==> src/rtl/pipe_skid_buffer151.sv <==
// Two-entry skid buffer: registered in_ready and out_data, one-cycle latency, full throughput.
// Optional saturating stall counter port enabled by `define PIPE_SKID_STALL_CNT_EN.
module pipe_skid_buffer151 #(
  parameter int LENGTH = 151
) (
  input  logic              clk,
  input  logic              reset,
  input  logic              flush,
  input  logic              in_valid,
  output logic              in_ready,
  input  logic [LENGTH-1:0] in_data,
  output logic              out_valid,
  input  logic              out_ready,
  output logic [LENGTH-1:0] out_data,
  output logic [1:0]        occupancy
`ifdef PIPE_SKID_STALL_CNT_EN
  ,
  output logic [15:0]       stall_cnt
`endif
);

  typedef enum logic [1:0] {
    EMPTY = 2'd0,
    BUSY  = 2'd1,
    FULL  = 2'd2
  } state_t;

  state_t              state_q, state_d;
  logic [LENGTH-1:0]   main_q, main_d;
  logic [LENGTH-1:0]   skid_q, skid_d;
  logic                in_ready_q, in_ready_d;
  logic                in_acc, out_acc;

  assign out_valid = (state_q != EMPTY);
  assign in_ready  = in_ready_q;
  assign out_data  = main_q;
  assign occupancy = state_q;
  assign in_acc    = in_valid & in_ready_q;
  assign out_acc   = out_valid & out_ready;

  always_comb begin
    state_d = state_q;
    main_d  = main_q;
    skid_d  = skid_q;
    if (flush) begin
      state_d = EMPTY;
    end else begin
      case (state_q)
        EMPTY: begin
          if (in_acc) begin
            main_d  = in_data;
            state_d = BUSY;
          end
        end
        BUSY: begin
          if (in_acc && out_acc) begin
            main_d = in_data;
          end else if (in_acc) begin
            skid_d  = in_data;
            state_d = FULL;
          end else if (out_acc) begin
            state_d = EMPTY;
          end
        end
        FULL: begin
          // in_ready is low here, so only the drain side can move
          if (out_acc) begin
            main_d  = skid_q;
            state_d = BUSY;
          end
        end
        default: state_d = EMPTY;
      endcase
    end
    in_ready_d = (state_d != FULL);
  end

  always_ff @(posedge clk or negedge reset) begin
    if (!reset) begin
      state_q    <= EMPTY;
      main_q     <= '0;
      skid_q     <= '0;
      in_ready_q <= 1'b1;
    end else begin
      state_q    <= state_d;
      main_q     <= main_d;
      skid_q     <= skid_d;
      in_ready_q <= in_ready_d;
    end
  end

`ifdef PIPE_SKID_STALL_CNT_EN
  logic [15:0] stall_cnt_q, stall_cnt_d;

  always_comb begin
    stall_cnt_d = stall_cnt_q;
    if (flush) begin
      stall_cnt_d = 16'h0000;
    end else if (out_valid && !out_ready && (stall_cnt_q != 16'hFFFF)) begin
      stall_cnt_d = stall_cnt_q + 16'd1;
    end
  end

  always_ff @(posedge clk or negedge reset) begin
    if (!reset) begin
      stall_cnt_q <= 16'h0000;
    end else begin
      stall_cnt_q <= stall_cnt_d;
    end
  end

  assign stall_cnt = stall_cnt_q;
`endif

endmodule

==> config.mk <==
export PLATFORM = sky130hd
export DESIGN_NAME = pipe_skid_buffer151
export DESIGN_NICKNAME = d
export VERILOG_FILES = /design/src/rtl/pipe_skid_buffer151.sv
export SDC_FILE = /design/constraint.sdc
export NUM_CORES = 1
export LEC_CHECK = 0
export CAP_MARGIN = 20
export CORE_ASPECT_RATIO = 0.5
export CORE_MARGIN = 1
export CORE_UTILIZATION = 54
export DETAILED_ROUTE_END_ITERATION = 6
export GPL_TIMING_DRIVEN = 0
export PLACE_DENSITY = 0.95
export SYNTH_ARGS = -nofsm -noshare
export SYNTH_HDL_FRONTEND = slang
export SYNTH_SLANG_ARGS = --single-unit
export TNS_END_PERCENT = 1
==> constraint.sdc <==
create_clock -name clk -period 3.75 [get_ports clk]
set_input_delay 0.75 -clock clk [delete_from_list [all_inputs] [get_ports clk]]
set_output_delay 0.75 -clock clk [all_outputs]
set_load 0.02 [all_outputs]
==> results.py, run 1 <==
metrics = {
    "timing": {
        "fin_crit_sh": 0.722,
        "finalHoldViolCount": 0,
        "timing.final.ws_setup_ns": 1.04,
        "fin_worst_skew_ns": 0.00877,
        "setup_viol": 0,
        "slew_headroom": 0.379,
        "fmax_mhz": 370,
        "finalCriticalPeriod_ns": 2.71,
        "maxSlewViolCount": 0,
        "worst_pin_slew_ns": 0.932,
        "fin_setup_tns_ns": 0,
        "rsz0062_at_grt": "false",
    },
    "synthesis": {
        "synthSimpleGateAreaFrac": 0.0498,
        "ys_types": 24,
        "synth_top_family_by_area": "multiplexers",
        "async_reset_ff_frac": 1.00,
        "synthFlopType": "dfrtp_1",
        "synth-compound-area-share": 0.0623,
        "netlist_instances": 992,
        "synthMuxAreaShare": 0.254,
        "synth_top_cell_by_area": "dfrtp_1",
        "synth_xor_area_frac": 0,
        "synth_most_common_cell": "dfrtp_1",
        "synth_area_leaders": "dfrtp_1 (60%), mux2_2 (13%), mux2i_1 (12%)",
        "syn-num-nets": 1148,
        "ys_ff_latch": 305,
        "yosysSeqAreaShare": 0.601,
        "yosys_warnings": 0,
        "synth_top_area_frac": 0.599,
        "synthAdderAreaFrac": 0,
        "avgSynthCellArea_um2": 12.8,
        "ys_top_cells_by_count": "dfrtp_1 (304), nand2_1 (153), mux2i_1 (152)",
        "synth_edf_count": 0,
        "synth_area_um2": 12700,
    },
    "die": {
        "fp.dieW_um": 219,
        "dieArea_um2": 24200,
        "start_util": 0.554,
        "core-area_um2": 22900,
        "num_rows": 39,
        "ios": 311,
        "die_y_um": 110,
    },
    "power_and_ir_drop": {
        "power.leakage_nw": 7.35,
        "powerDensity_nw_per_um2": 582,
        "max-vdd-ir-drop_uv": 448,
    },
    "clock_tree": {
        "clk-insertion-delay-late_ns": 0.54,
        "cts_buffers": 27,
        "cts_tree": "done",
        "htreeDepth": 1,
        "cts.repair.resized": 0,
        "clkTransAtPathRegs_ns": 0.07,
        "holdBufCountCts": 0,
        "cts_setup_buffers": 0,
        "clock-sinks": 305,
        "cts_buffer_depth": 3,
        "cts_root_buffer": "clkbuf_16",
    },
    "worst_setup_path": {
        "r2r.worst_path.cells": 5,
        "path_max_fanout": 9,
        "cp_data_arrival_time_ns": 1.96,
        "start_kind": "register",
        "path_class": "register to output pin",
        "end_kind": "output pin",
        "required_ns": 3.00,
    },
    "route": {
        "drt_first_pass_iters": 4,
        "wire_per_inst_um": 20.5,
        "vias_per_cell": 5.59,
        "final_antenna_net_count": 0,
        "drt_iter0_markers": 558,
        "drt-total-wl_mm": 34.1,
        "vias": 9295,
        "drc": 0,
    },
    "hold_path": {
        "hold_class": "primary input to asynchronous set/reset pin",
    },
    "global_routing": {
        "grt_pass1_wl_mm": 54.6,
        "antenna_found_initial": 3,
        "grt_max_degree": 123,
        "grt_pass1_vias": 10200,
        "grt.total_usage": 0.287,
        "grt_overflow": 0,
    },
    "placed_design": {
        "place.gp.congestion": 0.854,
        "hpwl_mm": 23.4,
        "dp_cells": 1611,
        "place_worst_setup_slack_ns": 0.904,
        "placed_area_um2": 16300,
        "port_buffers": 310,
    },
    "cells_and_area": {
        "final_nets": 1489,
        "multiInputGateArea_um2": 4650,
        "drive_above_1_share": 0.183,
        "stdcell_count": 1663,
        "area_delta_synth_final_pct": 35.5,
        "final_area_um2": 17200,
        "fill_cells": 1422,
        "seqCellArea_um2": 7630,
    },
    "outcome": {
        "status": "finished clean",
    },
    "job": {
        "maxCapViolCount": 0,
    },
}
[final timing paths]
kind,from,slack [ns],to
worst min register to register,out_data[7],0.49,out_data[7]
worst max register to register,occupancy[0],1.71,skid_q[91]
worst max-delay path,occupancy[1],1.04,out_valid
min in group clk,out_data[7],0.49,out_data[7]
worst min-delay path,reset,0.28,skid_q[68]
max in group asynchronous,reset,2.10,out_data[148]
[metrics by stage]
step	utilization	hold WS [ns]	power [W]
5_1_grt	0.751	0.366	0.0104
4_1_cts	0.751	0.338	0.0101
3_5_place_dp	0.709	0.474	0.00702
3_3_place_gp	0.706	0.464	0.00685
6_report	0.751	0.282	0.0100
2_1_floorplan	-	0.454	0.00575
[registers in the layout (all words and copies together) (netlist names)]
name / count
out_data: 151
in_ready: 1
occupancy: 2
skid_q: 151
[layout make-up]
| class | instances | share of cell area |
|---|---|---|
| Clock inverter | 9 | 0.00857 |
| Tap cell | 307 | 0.0223 |
| Inverter | 1 | 0.000218 |
| Buffer | 67 | 0.0245 |
| Sequential cell | 305 | 0.443 |
| Multi-Input combinational cell | 619 | 0.270 |
| Antenna cell | 3 | 0.000436 |
| Clock buffer | 40 | 0.0473 |
| Timing Repair Buffer | 312 | 0.184 |
[critical path, cell delays in order, from the launching register on]
cell and delay [ns]:
dfrtp_1 0.38, clkbuf_2 0.17, or2_2 0.33, clkdlybuf4s50_1 0.55
[where the power goes]
part	switching, W	total (W)	leakage, nW	internal [W]
Combinational	0.00116	0.00243	3.11	0.00127
Clock	0.00125	0.00302	0.474	0.00178
Sequential	0.000472	0.00458	3.77	0.00411
[per-layer routing]
| layer | up-vias | global-route usage | part of all wire |
|---|---|---|---|
| li1 | 4131 | - | - |
| met1 | 4781 | 0.354 | 0.40 |
| met2 | 272 | 0.492 | 0.51 |
| met3 | 111 | 0.0427 | 0.035 |
| met4 | 0 | 0.146 | 0.054 |
| met5 | - | 0 | 0 |
[logic make-up (layout without fill, tap and decap cells)]
group                  after synthesis  count (layout)
AO/OA/AOI/OAI                      155             155
flip-flops                         305             305
buffers and inverters               68             429
other                                0               3
AND/OR/NAND/NOR                    161             161
multiplexers                       303             303
[cell usage in the layout, fill, tap and decap left out, drive strengths merged]
| master | count |
|---|---|
| buf | 47 |
| bufinv | 4 |
| clkbuf | 63 |
| clkdlybuf4s50 | 309 |
| clkinv | 4 |
| clkinvlp | 1 |
| dfrtp | 304 |
| dfstp | 1 |
| diode | 3 |
| inv | 1 |
| mux2 | 151 |
| mux2i | 152 |
| nand2 | 153 |
| nand2b | 1 |
| nand4 | 1 |
| nand4bb | 1 |
| nor2 | 2 |
| nor2b | 2 |
| o21a | 1 |
| o21ai | 151 |
| o22a | 1 |
| o31a | 1 |
| o41a | 1 |
| or2 | 1 |
(Power assumes the default switching activity.)
==> inputs of run 2 (changes only) <==
--- a/config.mk
+++ b/config.mk
@@ -8,10 +8,10 @@
 export CAP_MARGIN = 20
 export CORE_ASPECT_RATIO = 0.5
 export CORE_MARGIN = 1
-export CORE_UTILIZATION = 54
+export CORE_UTILIZATION = 50
 export DETAILED_ROUTE_END_ITERATION = 6
 export GPL_TIMING_DRIVEN = 0
-export PLACE_DENSITY = 0.95
+export PLACE_DENSITY = 0.92
 export SYNTH_ARGS = -nofsm -noshare
 export SYNTH_HDL_FRONTEND = slang
 export SYNTH_SLANG_ARGS = --single-unit
==> constraint.sdc (replaced) <==
create_clock -name clk -period 2.6 [get_ports clk]
set_input_delay 0.52 -clock clk [delete_from_list [all_inputs] [get_ports clk]]
set_output_delay 0.52 -clock clk [all_outputs]
set_load 0.02 [all_outputs]
==> results.py, run 2 (same netlist as run 1, synthesis figures left out) <==
metrics = {
    "clock_tree": {
        "cts_tree": "done",
        "cts_buffers": 27,
        "cts.repair.resized": 0,
        "cts_buffer_depth": 3,
        "cts_root_buffer": "clkbuf_16",
        "htreeDepth": 1,
        "clk-insertion-delay-late_ns": 0.53,
        "clock-sinks": 305,
        "clkTransAtPathRegs_ns": 0.07,
        "cts_setup_buffers": 0,
    },
    "cells_and_area": {
        "final_core_util": 0.707,
        "final_nets": 1491,
        "drive_above_1_share": 0.185,
        "layout_commonest_cell": "clkdlybuf4s50_1",
        "layout_common_cells": "clkdlybuf4s50_1 (309), dfrtp_1 (304), nand2_1 (153)",
        "fill_cells": 1564,
        "area_delta_synth_final_pct": 36.1,
        "final_area_um2": 17300,
        "diodes": 0,
    },
    "die": {
        "ios": 311,
        "dieArea_um2": 26100,
        "start_util": 0.519,
        "num_rows": 40,
        "core-area_um2": 24500,
        "fp.dieW_um": 227,
        "die_y_um": 115,
    },
    "worst_setup_path": {
        "cp_top_family": "buffers and inverters",
        "crit_cells": 3,
        "r2r.worst_path.cells": 5,
        "start_kind": "register",
        "cp_num_buf_inv": 2,
        "critPathMaxStageDelay_ns": 0.58,
        "end_kind": "output pin",
        "cp_data_arrival_time_ns": 1.97,
        "required_ns": 2.08,
        "slowest_stage": "clkdlybuf4s50_1",
        "path_max_fanout": 9,
        "path_class": "register to output pin",
        "path_cells": "clkbuf_2 > or2_2 > clkdlybuf4s50_1",
    },
    "job": {
        "maxCapViolCount": 0,
    },
    "route": {
        "drt-total-wl_mm": 33.7,
        "final_antenna_net_count": 0,
        "wire_per_inst_um": 19.9,
        "drt_first_pass_iters": 4,
        "vias": 9188,
        "drt_iter0_markers": 565,
        "drc": 0,
        "vias_per_cell": 5.43,
    },
    "timing": {
        "fin_crit_sh": 0.960,
        "rsz0062_at_grt": "false",
        "fmax_mhz": 401,
        "slew_headroom": 0.581,
        "setup_viol": 0,
        "finalHoldViolCount": 0,
        "worst_pin_slew_ns": 0.629,
        "fin_setup_tns_ns": 0,
        "maxSlewViolCount": 0,
        "finalCriticalPeriod_ns": 2.49,
        "fin_worst_skew_ns": 0.00808,
    },
    "power_and_ir_drop": {
        "max-vdd-ir-drop_uv": 436,
        "power.leakage_nw": 7.37,
        "powerDensity_nw_per_um2": 837,
    },
    "placed_design": {
        "placed_area_um2": 16300,
        "place.gp.congestion": 0.859,
        "port_buffers": 310,
        "hpwl_mm": 23.8,
    },
    "global_routing": {
        "grt_overflow": 0,
        "antenna_found_initial": 1,
        "grt_pass1_wl_mm": 53.3,
        "grt.total_usage": 0.262,
        "grt_max_degree": 86,
        "grt_pass1_vias": 10000,
    },
    "hold_path": {
        "whs_path_depth": 2,
        "hold_class": "register to register",
    },
    "outcome": {
        "status": "finished clean",
    },
}
run 2: worst paths after layout:
kind                          startpoint             to  slack, ns
min                        out_data[145]  out_data[145]       0.48
max in group asynchronous          reset   out_data[82]       1.21
max reg2reg                 occupancy[0]     skid_q[94]       0.57
min in group asynchronous          reset  out_data[131]       0.54
max                         occupancy[1]      out_valid       0.11
min reg2reg                out_data[145]  out_data[145]       0.48
run 2: tightest hold or removal path: cells and delay by family (launching register included):
kind | cells | cell delay, ns
AND/OR/NAND/NOR | 1 | 0.04
flip-flops | 1 | 0.34
AO/OA/AOI/OAI | 1 | 0.06
run 2: area by class of cell:
cell class                 count  area [um^2]  share of cell area
buffer                        67          422              0.0244
inverter                       1         3.75            0.000217
multi-input combinational    619         4650               0.269
sequential                   305         7630               0.441
timing repair buffer         314         3200               0.185
clock inverter                14          201              0.0116
clock buffer                  35          766              0.0443
tap                          336          420              0.0243
run 2: where the power goes:
group          internal [W]  switching [W]  total (W)
Combinational       0.00183        0.00166    0.00349
Clock               0.00258        0.00181    0.00438
Sequential          0.00593       0.000661    0.00659
Total                0.0103        0.00413     0.0145
run 2: routing by layer:
| metal | part of all wire | wire length, um | track usage |
|---|---|---|---|
| met5 | 0 | 0 | 0 |
| met4 | 0.059 | 1990 | 0.149 |
| met2 | 0.51 | 17200 | 0.457 |
| met1 | 0.40 | 13300 | 0.312 |
| met3 | 0.036 | 1210 | 0.0439 |
run 2: metrics by stage:
stage	total power, W	setup slack (ns)	hold WS (ns)	std cells
global placement	0.00989	-11.40	0.463	1638
floorplan	0.00830	0.836	0.224	992
global route	0.0151	0.0211	0.510	1691
detailed placement	0.0101	-0.0248	0.469	1641
finish	0.0145	0.105	0.480	1691
CTS	0.0145	0.0809	0.484	1691
run 2: timing repair:
item / in CTS / in global routing
setup endpoints to repair: 0 / 0
hold buffers: 1 / 0
endpoints found under the hold margin: 52 / 0
